`config.mk`:
```
export PLATFORM = sky130hd
export DESIGN_NAME = i2c_bus_arbiter
export DESIGN_NICKNAME = d
export VERILOG_FILES = /design/src/rtl/i2c_bus_arbiter.sv
export SDC_FILE = /design/constraint.sdc
export NUM_CORES = 1
export LEC_CHECK = 0
export CAP_MARGIN = 20
export CORE_MARGIN = 1.5
export CORE_UTILIZATION = 35
export DETAILED_ROUTE_END_ITERATION = 8
export GPL_ROUTABILITY_DRIVEN = 0
export GPL_TIMING_DRIVEN = 0
export PLACE_DENSITY = 0.68
export SLEW_MARGIN = 25
export SYNTH_ARGS = -nofsm -noshare
export SYNTH_HDL_FRONTEND = slang
export SYNTH_SLANG_ARGS = --single-unit
```
`constraint.sdc`:
```
create_clock -name clk -period 3.1 [get_ports clk]
set_input_delay 0.31 -clock clk [delete_from_list [all_inputs] [get_ports clk]]
set_output_delay 0.31 -clock clk [all_outputs]
set_load 0.03 [all_outputs]
```
`src/rtl/i2c_bus_arbiter.sv`:
```
// Round-robin arbiter that shares one byte-level I2C master engine between
// NREQ requesters. Each grant launches one single-byte transaction, watches
// the engine's busy/done handshake, and returns read data and status to the
// winner. A watchdog timer aborts transactions the engine never completes.
//
// Handshakes:
//   Client side: req[i] is a level. The arbiter answers with gnt[i], held for
//   the whole transaction, and a one-cycle done[i] while rdata/nack/tout are
//   valid. The requester drops req[i] on its done. req_* fields are sampled
//   only on the granting edge.
//   Engine side: m_start pulses for one cycle with m_addr/m_rw/m_wdata stable.
//   The engine raises m_busy and later pulses m_done for one cycle, with
//   m_ack_err and m_rdata valid in that same cycle. m_abort pulses for one
//   cycle when the watchdog expires.
module i2c_bus_arbiter #(
  parameter int NREQ    = 4,
  parameter int ADDR_W  = 7,
  parameter int TIMEOUT = 1023
) (
  input  logic                   clk,
  input  logic                   reset,
  input  logic [NREQ-1:0]        req,
  input  logic [NREQ*ADDR_W-1:0] req_addr,
  input  logic [NREQ-1:0]        req_rw,
  input  logic [NREQ*8-1:0]      req_wdata,
  output logic [NREQ-1:0]        gnt,
  output logic [NREQ-1:0]        done,
  output logic [7:0]             rdata,
  output logic                   nack,
  output logic                   tout,
  output logic                   m_start,
  output logic                   m_abort,
  output logic [ADDR_W-1:0]      m_addr,
  output logic                   m_rw,
  output logic [7:0]             m_wdata,
  input  logic                   m_busy,
  input  logic                   m_done,
  input  logic                   m_ack_err,
  input  logic [7:0]             m_rdata,
  output logic                   busy,
  output logic [2:0]             state
);

  localparam int PTR_W = (NREQ > 1) ? $clog2(NREQ) : 1;
  localparam int TMR_W = $clog2(TIMEOUT + 1);

  localparam logic [2:0] ST_IDLE      = 3'd0;
  localparam logic [2:0] ST_LAUNCH    = 3'd1;
  localparam logic [2:0] ST_WAIT_BUSY = 3'd2;
  localparam logic [2:0] ST_WAIT_DONE = 3'd3;
  localparam logic [2:0] ST_RESP      = 3'd4;

  logic [2:0]        state_q,   state_d;
  logic [PTR_W-1:0]  ptr_q,     ptr_d;
  logic [PTR_W-1:0]  idx_q,     idx_d;
  logic [TMR_W-1:0]  timer_q,   timer_d;
  logic [NREQ-1:0]   gnt_q,     gnt_d;
  logic [NREQ-1:0]   done_q,    done_d;
  logic [7:0]        rdata_q,   rdata_d;
  logic              nack_q,    nack_d;
  logic              tout_q,    tout_d;
  logic              m_start_q, m_start_d;
  logic              m_abort_q, m_abort_d;
  logic [ADDR_W-1:0] m_addr_q,  m_addr_d;
  logic              m_rw_q,    m_rw_d;
  logic [7:0]        m_wdata_q, m_wdata_d;
  logic              busy_q,    busy_d;

  logic              arb_found;
  logic [PTR_W-1:0]  arb_idx;

  // Round-robin search: first set req bit starting at ptr and wrapping.
  always_comb begin
    logic [PTR_W:0] cand;
    arb_found = 1'b0;
    arb_idx   = '0;
    cand      = '0;
    for (int i = 0; i < NREQ; i++) begin
      cand = {1'b0, ptr_q} + (PTR_W+1)'(i);
      if (cand >= (PTR_W+1)'(NREQ)) begin
        cand = cand - (PTR_W+1)'(NREQ);
      end
      if (!arb_found && req[cand[PTR_W-1:0]]) begin
        arb_found = 1'b1;
        arb_idx   = cand[PTR_W-1:0];
      end
    end
  end

  // Transaction FSM, watchdog timer and result capture.
  always_comb begin
    state_d   = state_q;
    ptr_d     = ptr_q;
    idx_d     = idx_q;
    timer_d   = timer_q;
    gnt_d     = gnt_q;
    done_d    = '0;
    rdata_d   = rdata_q;
    nack_d    = nack_q;
    tout_d    = tout_q;
    m_start_d = 1'b0;
    m_abort_d = 1'b0;
    m_addr_d  = m_addr_q;
    m_rw_d    = m_rw_q;
    m_wdata_d = m_wdata_q;

    case (state_q)
      ST_IDLE: begin
        if (arb_found) begin
          state_d          = ST_LAUNCH;
          idx_d            = arb_idx;
          gnt_d            = '0;
          gnt_d[arb_idx]   = 1'b1;
          m_addr_d         = req_addr[int'(arb_idx)*ADDR_W +: ADDR_W];
          m_rw_d           = req_rw[arb_idx];
          m_wdata_d        = req_wdata[int'(arb_idx)*8 +: 8];
          timer_d          = '0;
          // m_start is registered, so it is high during the LAUNCH cycle.
          m_start_d        = 1'b1;
        end
      end

      ST_LAUNCH: begin
        timer_d = timer_q + 1'b1;
        state_d = ST_WAIT_BUSY;
      end

      ST_WAIT_BUSY, ST_WAIT_DONE: begin
        if (m_done) begin
          // Completion wins over both a simultaneous busy rise and timeout.
          state_d = ST_RESP;
          done_d  = gnt_q;
          nack_d  = m_ack_err;
          tout_d  = 1'b0;
          rdata_d = (m_rw_q && !m_ack_err) ? m_rdata : 8'h00;
        end else if (timer_q == TMR_W'(TIMEOUT)) begin
          state_d   = ST_RESP;
          done_d    = gnt_q;
          m_abort_d = 1'b1;
          nack_d    = 1'b0;
          tout_d    = 1'b1;
          rdata_d   = 8'h00;
        end else begin
          timer_d = timer_q + 1'b1;
          if (state_q == ST_WAIT_BUSY && m_busy) begin
            state_d = ST_WAIT_DONE;
          end
        end
      end

      ST_RESP: begin
        gnt_d   = '0;
        ptr_d   = (idx_q == PTR_W'(NREQ - 1)) ? '0 : idx_q + 1'b1;
        state_d = ST_IDLE;
      end

      default: begin
        state_d = ST_IDLE;
        gnt_d   = '0;
      end
    endcase

    busy_d = (state_d != ST_IDLE);
  end

  // State and output registers; reset abandons any transaction silently.
  always_ff @(posedge clk or posedge reset) begin
    if (reset) begin
      state_q   <= ST_IDLE;
      ptr_q     <= '0;
      idx_q     <= '0;
      timer_q   <= '0;
      gnt_q     <= '0;
      done_q    <= '0;
      rdata_q   <= '0;
      nack_q    <= 1'b0;
      tout_q    <= 1'b0;
      m_start_q <= 1'b0;
      m_abort_q <= 1'b0;
      m_addr_q  <= '0;
      m_rw_q    <= 1'b0;
      m_wdata_q <= '0;
      busy_q    <= 1'b0;
    end else begin
      state_q   <= state_d;
      ptr_q     <= ptr_d;
      idx_q     <= idx_d;
      timer_q   <= timer_d;
      gnt_q     <= gnt_d;
      done_q    <= done_d;
      rdata_q   <= rdata_d;
      nack_q    <= nack_d;
      tout_q    <= tout_d;
      m_start_q <= m_start_d;
      m_abort_q <= m_abort_d;
      m_addr_q  <= m_addr_d;
      m_rw_q    <= m_rw_d;
      m_wdata_q <= m_wdata_d;
      busy_q    <= busy_d;
    end
  end

  assign gnt     = gnt_q;
  assign done    = done_q;
  assign rdata   = rdata_q;
  assign nack    = nack_q;
  assign tout    = tout_q;
  assign m_start = m_start_q;
  assign m_abort = m_abort_q;
  assign m_addr  = m_addr_q;
  assign m_rw    = m_rw_q;
  assign m_wdata = m_wdata_q;
  assign busy    = busy_q;
  assign state   = state_q;

endmodule

```
### Word level (Yosys, flattened, before mapping)

Index checks and enable logic that the tools add are counted.

| word-level totals | value |
|---|---|
| output and inout bits | 40 |
| input bits | 81 |
| logic and storage cells | 118 |
| flip-flop bits (word level) | 54 |

| operators by class | value |
|---|---|
| $mul | 1 |
| reductions and logical operators | 20 |
| muxes and demuxes | 51 |
| add/subtract/negate cells | 9 |
| bitwise operators | 1 |
| $lt $le $gt $ge | 10 |
| shift operators | 2 |
| equal/unequal tests | 9 |

Operator list:

| kind | count |
|---|---|
| $shiftx 32x6->8 | 1 |
| $mux 10 | 3 |
| $pmux 10 s3 | 1 |
| $shiftx 28x6->7 | 1 |
| $mux 8 | 3 |
| $mux 1 | 19 |
| $mux 2 | 9 |
| $mux 4 | 4 |
| $lt 2x3->1 const B | 5 |
| $mux 3 | 4 |
| $add 10x1->10 const B | 1 |
| $bmux 1 s2 | 5 |
| $eq 10x10->1 const B | 1 |
| $ge 3x3->1 const B | 3 |
| $pmux 3 s3 | 1 |
| $pmux 4 s2 | 1 |
| $sub 2x1->2 const B | 4 |
| $add 2x2->3 const B | 2 |
| $eq 3x2->1 const B | 2 |
| $logic_and 1x1->1 | 6 |
| $ne 2x2->1 const B | 3 |
| $reduce_and 2->1 | 3 |
| $reduce_bool 3->1 | 2 |
| $mul 2x3->5 const B | 1 |
| 15 further kinds | 18 |

### Depth between registers and ports, before layout

Gate-level depths: netlist of run 1.

| depth | value |
|---|---|
| word-level depth | 20 |
| gate-level depth with buffers | 8 |

### Worst setup path before layout of run 1

OpenSTA, ideal clock, no wires.

| path | value |
|---|---|
| path kind | register to register |
| from | register state_q[1] (netlist: state[1]) |
| to | register m_wdata_q[2] (netlist: m_wdata[2]) |
| stages on the path, launching flop included | 8 |
| required time | 2965 ps |
| buffers on the path | 2 |
| period minus slack after synthesis | 1867 ps |
| path slack | 1233 ps |
| arrival | 1732 ps |
| cells stage by stage | dfrtp_1 -> nor2_2 -> and2_4 -> nand2b_2 -> buf_6 -> nor3_2 -> buf_6 -> a211oi_2 |

| on the way | value |
|---|---|
| cells in the longest elaborated chain, start to end | 2 |

Ends and longest elaborated chain:

| item | RTL line | RTL |
|---|---|---|
| start: declaration | 53 | `logic [2:0] state_q, state_d;` |
| start signal: assignment | 185 | `state_q <= state_d;` |
| $logic_not 3->1 | 107 | `case (state_q)` |
| $reduce_and 2->1 (no source line) | - |  |
| end signal: assignment | 198 | `m_wdata_q <= m_wdata_d;` |
| end: declaration | 66 | `logic [7:0] m_wdata_q, m_wdata_d;` |

No other way between the ends.
A chain may end at the register's enable or synchronous reset.

### Worst setup path after layout of run 1

| path | value |
|---|---|
| from | input port req[0] |
| to | register m_wdata_q[7] (netlist: m_wdata[7]) |

| on the way | value |
|---|---|
| cells in the longest elaborated chain, start to end | 13 |
| elaborated cells on any way between the ends | 24 |

Ends and longest elaborated chain:

| item | RTL line | RTL |
|---|---|---|
| start: declaration | 22 | `input logic [NREQ-1:0] req,` |
| $bmux 1 s2 | 83 | `if (!arb_found && req[cand[PTR_W-1:0]]) begin` |
| $mux 1 (not written as such) | 83 |  |
| $mux 1 | 83 |  |
| $logic_not 1->1 | 83 |  |
| $logic_and 1x1->1 | 83 |  |
| $mux 1 | 83 |  |
| $logic_not 1->1 | 83 |  |
| $logic_and 1x1->1 | 83 |  |
| $mux 1 | 83 |  |
| $logic_not 1->1 | 83 |  |
| $logic_and 1x1->1 | 83 |  |
| $mux 2 / $mux 1 (equally long branches) | 83 |  |
| $shiftx 32x6->8 / $reduce_and 2->1 (equally long branches) | - |  |

Parallel ways exist; a longest one is shown, timed or not. The select of a mux whose other input is x is not followed.

==> results of run 1 <==
## report_power, final
| part | internal, W | switching [W] | leakage, nW |
|---|---|---|---|
| Clock | 0.000164 | 0.000255 | 0.0447 |
| Sequential | 0.000969 | 0.000188 | 0.683 |
| Combinational | 0.000944 | 0.00126 | 1.07 |
| Total | 0.00208 | 0.00171 | 1.80 |
## sequential cells by signal, indices dropped and copies added, names as in the netlist
register  cells
gnt           4
m_addr        7
ptr_q         2
timer_q      10
m_rw          1
busy          1
rdata         8
idx_q         2
tout          1
nack          1
m_abort       1
done          4
state         3
m_wdata       8
m_start       1
## cells in the final DEF (no fill, tap or decap), types with 4 or more instances in the layout
master,count
sky130_fd_sc_hd__a21oi_1,10
sky130_fd_sc_hd__a211oi_1,5
sky130_fd_sc_hd__nor2_1,19
sky130_fd_sc_hd__a2111oi_0,5
sky130_fd_sc_hd__dfrtp_1,54
sky130_fd_sc_hd__and2_0,5
sky130_fd_sc_hd__nand3_1,6
sky130_fd_sc_hd__a2111oi_2,9
sky130_fd_sc_hd__nand2_1,26
sky130_fd_sc_hd__and2_1,14
sky130_fd_sc_hd__a31oi_1,5
sky130_fd_sc_hd__mux2i_1,22
sky130_fd_sc_hd__a22o_1,7
sky130_fd_sc_hd__clkdlybuf4s50_1,120
sky130_fd_sc_hd__buf_2,6
sky130_fd_sc_hd__clkbuf_8,5
sky130_fd_sc_hd__inv_1,7
sky130_fd_sc_hd__a211oi_2,9
sky130_fd_sc_hd__nand2b_1,4
## logic make-up after synthesis
kind of cell             synth area share
AND/OR/NAND/NOR                     0.177
flip-flops                          0.466
adder cells (fa/ha/maj)           0.00863
multiplexers                       0.0798
XOR/XNOR                          0.00302
AO/OA/AOI/OAI                       0.221
buffers and inverters              0.0440
## metrics by stage
step	instance area, sq um	std cells	hold WS, ns
after global routing	4330	503	0.517
after floorplan	2900	270	0.381
final	4330	503	0.440
after detailed placement	4230	495	0.482
after global placement	4230	495	0.463
after CTS	4330	503	0.476
## layer usage
layer | up-vias | routed length [um] | track usage
li1 | 1249 | - | -
met1 | 1273 | 3640 | 0.240
met2 | 62 | 4160 | 0.316
met3 | 5 | 331 | 0.0275
met4 | 0 | 76 | 0.0448
met5 | - | 0 | 0
## synthesized netlist by cell type (all sizes together) (7+ instances only)
cell type and n:
inv 10, dfrtp 54, a2111oi 14, a22o 7, buf 11, and2 20
nor2 20, a21oi 10, mux2i 22, nand2 26, a211oi 14
## cell type report
type                    count  area, sq um
plain buffers              14         90.1
clock buffers               5         68.8
flip-flops and latches     54         1350
fillers                   766         3810
clock inverters             3         25.0
well taps                 105          131
multi-input cells         192         1420
repair buffers            120         1200
inverters                  10         40.0
## how the worst min path moves through the flow
| stage | start | endpoint | cells after the start |
|---|---|---|---|
| 2_1_floorplan | m_done | m_abort | 1 |
| 5_1_grt | reset | m_wdata[6] | 2 |
| 3_5_place_dp | rdata[7] | rdata[7] | 2 |
| 4_1_cts | reset | m_start | 2 |
| 3_3_place_gp | rdata[7] | rdata[7] | 2 |
| 6_report | reset | m_addr[0] | 2 |
==> impl_metrics.json, run 1 <==
{
  "status": "complete, no violations",
  "netlist.area_leader.share": 0.466,
  "drt_pass1_iterations": 5,
  "finalClockSkew_ns": 0.00904,
  "setup_total_negative_slack_ns": 0,
  "grt_max_degree": 55,
  "preCtsSetupSlack_ns": 0.581,
  "reg2reg_depth": 6,
  "crit_buf_inv": 2,
  "final_max_slew_viol_count": 0,
  "post_layout_power_w": 0.00378,
  "worstSetupEndpointType": "register",
  "crit_path_max_fanout": 10,
  "synth_top_cell_by_area": "sky130_fd_sc_hd__dfrtp_1",
  "rsz0062_at_grt": "no",
  "numClockSinks": 54,
  "arr_time_crit_path_ns": 2.36,
  "worst_setup_path_start_kind": "primary input",
  "grt_pass1_vias": 2506,
  "post_cts_hold_buffer_count": 0,
  "cts_tree": "built",
  "cts_max_level": 2,
  "syn2layout_area_growth_pct": 49.3,
  "detail-route-antenna-nets": 0,
  "grt_overflow": 0,
  "nets": 480,
  "routed_wirelength_mm": 8.21,
  "ys_dominant_reg_cell": "sky130_fd_sc_hd__dfrtp_1",
  "worst-slew-pin-transition_ns": 0.672,
  "synth.yosys.seq_area_share": 0.466,
  "r2r_slack_ns": 1.02,
  "netlist_instances": 270,
  "die-area_sq_mm": 0.00884,
  "crit_cells": 7,
  "die_h_um": 94.0,
  "timing.final.setup_violations": 0,
  "postSynthNetCount": 353,
  "peak_supply_drop_v": 0.000274,
  "postCtsSetupBuffers": 0,
  "critical_path.reg2reg.endpoint": "m_wdata[7]",
  "timing.critical_path.required_ns": 3.27,
  "post_synthesis_cell_area_sq_mm": 0.00290,
  "first_iter_violations": 94,
  "ys_types": 55,
  "ioPinCount": 121,
  "number_of_antenna_violations_at_the_first_check_in_global_routing": 0,
  "post_route_cells_drive_above_1_share": 0.128,
  "rows": 33,
  "slowest_stage": "sky130_fd_sc_hd__clkdlybuf4s50_1",
  "cts-root-buf": "sky130_fd_sc_hd__clkbuf_8",
  "critical_path.startpoint": "req[0]",
  "static-leakage-power_nw": 1.80,
  "floorplan.initialDensity": 0.356,
  "drcViolationCount": 0,
  "achievable-frequency_ghz": 0.458,
  "critPathMaxStageDelay_ns": 0.55,
  "worst-setup-path-type": "in -> reg",
  "route.detailed.wl_per_inst_um": 16.3,
  "hold_violations": 0,
  "utilization": 0.532,
  "timing.final.crit_period_ns": 2.18,
  "dp.final_hpwl_mm": 6.34,
  "clockBufferDepth": 2,
  "postCtsResizedCells": 0,
  "timing.rr.start": "ptr_q[1]",
  "track_usage": 0.183,
  "chipWidth_um": 94.0,
  "powerDensity_mw_per_mm2": 874,
  "synth-edff-count": 0,
  "worst_skew_pair.late_latency_ns": 0.32,
  "timing.critical_path.max_delay_family": "compound AO/OA/AOI/OAI gates",
  "clk_transition_reported_paths_ns": 0.10,
  "synth-seq-cells": 54,
  "cp_cell_sequence": "clkdlybuf4s50_1 > nand2_1 > a311oi_1 > nor2_1 > buf_2 > a2111oi_0 > a211oi_1",
  "grt_first_pass_wirelength_mm": 12.6,
  "maxCapViolCount": 0,
  "insertedDiodeCount": 0,
  "postSynthAreaPerCell_sq_um": 10.7,
  "layout_worst_path_cycle_share": 0.705,
  "crit_path_setup_slack_layout_ns": 0.916,
  "core-area_sq_mm": 0.00813,
  "cts_inserted_buffers": 5,
  "via_per_inst": 5.15,
  "asyncSetResetFlopFracSynth": 1.00,
  "vias": 2589,
  "maxSlewHeadroom": 0.552,
  "buffer_ports.inserted": 120,
  "post_synth_main_area_contributors": "sky130_fd_sc_hd__dfrtp_1 47%, sky130_fd_sc_hd__mux2i_1 7.6%, sky130_fd_sc_hd__a2111oi_2 4.7%",
  "type_of_the_most_critical_hold_path": "in -> async",
  "crit_path_to": "m_wdata[7]",
  "synth_warnings": 0
}
Power figures use the tool's default switching activity.
==> run 2, diff against run 1 <==
- clock period: 3.1 -> 2.15 ns (I/O delays scaled with it)
==> impl_metrics.json, run 2 (synthesized netlist as in run 1, its figures left out) <==
{
  "layout.cells.most_common_list": "120 x sky130_fd_sc_hd__clkdlybuf4s50_1, 54 x sky130_fd_sc_hd__dfrtp_1, 26 x sky130_fd_sc_hd__nand2_1, 22 x sky130_fd_sc_hd__mux2i_1, 19 x sky130_fd_sc_hd__nor2_1",
  "vias": 2593,
  "layout_commonest_cell": "sky130_fd_sc_hd__clkdlybuf4s50_1",
  "crit_buf_inv": 2,
  "timing.final.setup_violations": 0,
  "crit_path_max_fanout": 10,
  "cts_inserted_buffers": 5,
  "final_max_slew_viol_count": 0,
  "drt_pass1_iterations": 4,
  "track_usage": 0.183,
  "die-area_sq_mm": 0.00884,
  "grt_max_degree": 55,
  "worst-slew-pin-transition_ns": 0.674,
  "finalClockSkew_ns": 0.00951,
  "power.share.sequential": 0.303,
  "registers.top_by_ff_count": "timer_q",
  "power.switching_w": 0.00248,
  "dr_wl_met2_mm": 4.19,
  "clockBufferDepth": 2,
  "footprint_of_the_multi_input_gates_sq_mm": 0.00143,
  "post-route-cell-area_sq_mm": 0.00436,
  "post_route_cells_drive_above_1_share": 0.135,
  "routed_wirelength_mm": 8.25,
  "first_iter_violations": 108,
  "arr_time_crit_path_ns": 2.26,
  "drcViolationCount": 0,
  "route.layer.met1.wl_mm": 3.65,
  "achievable-frequency_ghz": 0.481,
  "powerDensity_mw_per_mm2": 1260,
  "die_h_um": 94.0,
  "core-area_sq_mm": 0.00813,
  "status": "complete, no violations",
  "register_area_sq_mm": 0.00135,
  "chipWidth_um": 94.0,
  "grt_first_pass_wirelength_mm": 12.6,
  "nets": 482,
  "highest_layer": "met4",
  "crit_path_setup_slack_layout_ns": 0.0700,
  "grt_pass1_vias": 2506,
  "largest_register_ffs": 10,
  "post_cts_hold_buffer_count": 0,
  "worst_skew_pair.late_latency_ns": 0.32,
  "layout_worst_path_cycle_share": 0.967,
  "worst-setup-path-type": "in -> reg",
  "rsz0062_at_grt": "yes",
  "ioPinCount": 121,
  "clk_transition_reported_paths_ns": 0.10,
  "worst_slack_on_hold_paths_ns": 0.347,
  "maxCapViolCount": 0,
  "type_of_the_most_critical_hold_path": "in -> async",
  "cts_tree": "built",
  "timing.critical_path.max_delay_family": "compound AO/OA/AOI/OAI gates",
  "cellInternalPower_w": 0.00303,
  "dp.final_hpwl_mm": 6.34,
  "detailed_place.area_sq_mm": 0.00423,
  "critPathMaxStageDelay_ns": 0.55,
  "rows": 33,
  "slowest_stage": "sky130_fd_sc_hd__a2111oi_0",
  "clkPwrFrac": 0.109,
  "cts-root-buf": "sky130_fd_sc_hd__clkbuf_8",
  "insertedDiodeCount": 0,
  "sw_frac": 0.450,
  "n_fill_cell": 762,
  "cts_max_level": 2,
  "number_of_antenna_violations_at_the_first_check_in_global_routing": 0,
  "cp_cell_sequence": "clkdlybuf4s50_1 > nor2b_1 > a311oi_2 > nor2_1 > buf_2 > a2111oi_0 > a211oi_1",
  "worst_setup_path_start_kind": "primary input",
  "buffer_ports.inserted": 120,
  "static-leakage-power_nw": 1.81,
  "numClockSinks": 54,
  "syn2layout_area_growth_pct": 50.3,
  "grt_overflow": 0,
  "timing.critical_path.required_ns": 2.33,
  "preCtsSetupSlack_ns": -0.274,
  "worstSetupEndpointType": "register",
  "met3RoutedLength_um": 332,
  "timing.final.crit_period_ns": 2.08,
  "via_per_inst": 5.13,
  "detail-route-antenna-nets": 0,
  "setup_total_negative_slack_ns": 0,
  "post_layout_power_w": 0.00551,
  "route.detailed.wl_per_inst_um": 16.3,
  "peak_supply_drop_v": 0.000404,
  "floorplan.initialDensity": 0.356,
  "hold_violations": 0,
  "maxSlewHeadroom": 0.551,
  "comb_power_share": 0.588
}
[run 2: cell count changes in the layout (fill, tap and decap cells not counted), sizes merged]
cell,previous run,this run
buf,11,13
[run 2: final timing paths]
path                            startpoint    endpoint  slack (ns)  cells past startpoint
worst max-delay path                req[2]  m_wdata[7]        0.07                      7
worst min-delay path                 reset  m_wdata[6]        0.35                      2
worst max register to register    ptr_q[1]  m_wdata[7]        0.08                      6
worst min register to register    rdata[7]    rdata[7]        0.51                      2
max in group asynchronous            reset    ptr_q[0]        1.35                      2
min in group clk                m_rdata[7]    rdata[7]        0.48                      3
[run 2: power by group through the flow]
| stage | Combinational (W) | Sequential (W) | Clock [W] |
|---|---|---|---|
| 2_1_floorplan | 0.00144 | 0.00226 | 0 |
| 3_3_place_gp | 0.00316 | 0.00166 | 0 |
| 3_5_place_dp | 0.00320 | 0.00169 | 0 |
| 4_1_cts | 0.00321 | 0.00167 | 0.000614 |
| 5_1_grt | 0.00346 | 0.00172 | 0.000664 |
| 6_report | 0.00324 | 0.00167 | 0.000601 |
[run 2: stage by stage]
stage / std cells / util
4_1_cts: 503 / 0.532
6_report: 505 / 0.536
5_1_grt: 505 / 0.536
3_3_place_gp: 495 / 0.520
2_1_floorplan: 270 / -
3_5_place_dp: 495 / 0.521
[run 2: cell type report]
type                       count  share of cell area
timing repair buffer         122               0.279
buffer                        14              0.0207
clock inverter                 3             0.00574
sequential                    54               0.310
clock buffer                   5              0.0158
inverter                      10             0.00919
multi-input combinational    192               0.329
tap                          105              0.0302
[run 2: metal layers]
| metal | vias up | track usage |
|---|---|---|
| met5 | - | 0 |
| met4 | 0 | 0.0448 |
| met3 | 5 | 0.0275 |
| met2 | 60 | 0.316 |
| met1 | 1273 | 0.240 |
| li1 | 1255 | - |
[run 2: repair_timing]
action | in CTS | in global routing
endpoints found under the setup margin | 0 | 14
resized for setup | 0 | 3
buffers inserted | 0 | 2
==> run 3, diff against run 2 <==
- PLACE_DENSITY: 0.68 -> 0.65
- RECOVER_POWER: not set -> 25
==> impl_metrics.json, run 3 (synthesized netlist as in run 1, its figures left out) <==
{
  "status": "complete, no violations",
  "maxCapViolCount": 0,
  "cts_tree": "built",
  "grt_max_degree": 54,
  "rows": 33,
  "count_of_placed_standard_cells_including_taps": 496,
  "number_of_antenna_violations_at_the_first_check_in_global_routing": 0,
  "clockBufferDepth": 2,
  "detail-route-antenna-nets": 0,
  "track_usage": 0.184,
  "via_per_inst": 5.16,
  "n_fill_cell": 769,
  "routed_wirelength_mm": 8.16,
  "grt_first_pass_wirelength_mm": 12.7,
  "cts_inserted_buffers": 5,
  "worst-slew-pin-transition_ns": 1.32,
  "met3RoutedLength_um": 312,
  "highest_layer": "met4",
  "insertedDiodeCount": 0,
  "drt_pass1_iterations": 4,
  "worstSetupEndpointType": "register",
  "worst_skew_pair.late_latency_ns": 0.32,
  "ioPinCount": 121,
  "detailed_place.area_sq_mm": 0.00426,
  "type_of_the_most_critical_hold_path": "in -> async",
  "registers.top_by_ff_count": "timer_q",
  "vias": 2611,
  "route.layer.met1.wl_mm": 3.71,
  "crit_path_max_fanout": 10,
  "grt_overflow": 0,
  "cts_max_level": 2,
  "timing.final.crit_period_ns": 2.02,
  "dp.final_hpwl_mm": 6.29,
  "layout.cells.non_filler": 506,
  "arr_time_crit_path_ns": 2.21,
  "post-route-cell-area_sq_mm": 0.00438,
  "cts-root-buf": "sky130_fd_sc_hd__clkbuf_8",
  "worst_setup_path_start_kind": "register",
  "peak_supply_drop_v": 0.000399,
  "layout_worst_path_cycle_share": 0.939,
  "final_max_slew_viol_count": 0,
  "clk_transition_reported_paths_ns": 0.10,
  "syn2layout_area_growth_pct": 51.2,
  "timing.critical_path.required_ns": 2.34,
  "worst_slack_on_hold_paths_ns": 0.204,
  "hold_violations": 0,
  "chipWidth_um": 94.0,
  "dr_wl_met2_mm": 4.00,
  "worst-setup-path-type": "reg -> reg",
  "core-area_sq_mm": 0.00813,
  "powerDensity_mw_per_mm2": 1280,
  "die_h_um": 94.0,
  "first_iter_violations": 64,
  "post_layout_power_w": 0.00563,
  "static-leakage-power_nw": 1.83,
  "achievable-frequency_ghz": 0.495,
  "buffer_ports.inserted": 120,
  "finalClockSkew_ns": 0.00813,
  "post_cts_hold_buffer_count": 0,
  "rsz0062_at_grt": "no",
  "numClockSinks": 54,
  "die-area_sq_mm": 0.00884,
  "nets": 483,
  "largest_register_ffs": 10,
  "drcViolationCount": 0,
  "grt_pass1_vias": 2490,
  "floorplan.initialDensity": 0.356,
  "route.detailed.wl_per_inst_um": 16.1,
  "layout.cells.most_common_list": "119 x sky130_fd_sc_hd__clkdlybuf4s50_1, 54 x sky130_fd_sc_hd__dfrtp_1, 26 x sky130_fd_sc_hd__nand2_1, 22 x sky130_fd_sc_hd__mux2i_1, 19 x sky130_fd_sc_hd__nor2_1",
  "maxSlewHeadroom": 0.121,
  "layout_commonest_cell": "sky130_fd_sc_hd__clkdlybuf4s50_1",
  "timing.final.setup_violations": 0,
  "post_route_cells_drive_above_1_share": 0.137
}
[run 3: cell types whose count changed in the layout (fill, tap and decap cells not counted)]
cell | previous run | this run
sky130_fd_sc_hd__a2111oi_1 | 1 | 2
sky130_fd_sc_hd__clkinvlp_2 | 0 | 1
sky130_fd_sc_hd__dlygate4sd3_1 | 0 | 1
sky130_fd_sc_hd__a2111oi_0 | 4 | 3
sky130_fd_sc_hd__bufinv_16 | 0 | 1
sky130_fd_sc_hd__clkinvlp_4 | 1 | 0
sky130_fd_sc_hd__clkdlybuf4s50_1 | 120 | 119
sky130_fd_sc_hd__inv_4 | 1 | 0
sky130_fd_sc_hd__clkbuf_2 | 0 | 1
[run 3: final cells by class]
class / count / area [sq um] / area share
well taps: 105 / 131 / 0.0300
flip-flops and latches: 54 / 1350 / 0.308
clock buffers: 5 / 68.8 / 0.0157
multi-input cells: 192 / 1440 / 0.327
inverters: 10 / 38.8 / 0.00885
plain buffers: 14 / 90.1 / 0.0205
clock inverters: 3 / 47.5 / 0.0108
repair buffers: 123 / 1220 / 0.279
[run 3: power by group]
part           internal (W)  switching, W  leakage [nW]
clock network      0.000354      0.000364        0.0587
logic               0.00140       0.00185          1.09
registers           0.00140      0.000266         0.683
[run 3: timing repair]
| action | CTS | global route |
|---|---|---|
| gates resized for setup | 0 | 4 |
| setup buffers | 0 | 2 |
| endpoints found under the setup margin | 0 | 16 |
[run 3: metrics by stage]
step	utilization	worst slack [ns]	setup TNS, ns
detailed placement	0.524	-0.234	-2.74
global placement	0.520	-0.460	-26.72
floorplan	-	0.283	0
CTS	0.538	0.0800	0
finish	0.539	0.131	0
global route	0.539	0.00526	0
[run 3: final timing paths]
check	start	endpoint	slack, ns	cells past startpoint
worst max register to register	ptr_q[1]	m_addr[0]	0.13	6
worst min-delay path	reset	m_addr[0]	0.20	2
max in group asynchronous	reset	m_addr[2]	0.52	3
worst max-delay path	ptr_q[1]	m_addr[0]	0.13	6
worst min register to register	rdata[7]	rdata[7]	0.50	2
min in group clk	m_rdata[3]	rdata[3]	0.49	2
[run 3: routing by layer]
layer / track usage / up-vias
met2: 0.301 / 66
met4: 0.0535 / 0
met1: 0.250 / 1273
li1: - / 1261
met3: 0.0291 / 11
met5: 0 / -
[run 3: worst max-delay path, cell delays in order (launching register included)]
cell and delay, ns:
sky130_fd_sc_hd__dfrtp_1 0.45, sky130_fd_sc_hd__or3b_1 0.42, sky130_fd_sc_hd__o221a_2 0.22, sky130_fd_sc_hd__buf_2 0.21
sky130_fd_sc_hd__and2_0 0.18, sky130_fd_sc_hd__a2111oi_2 0.36, sky130_fd_sc_hd__a211oi_2 0.06
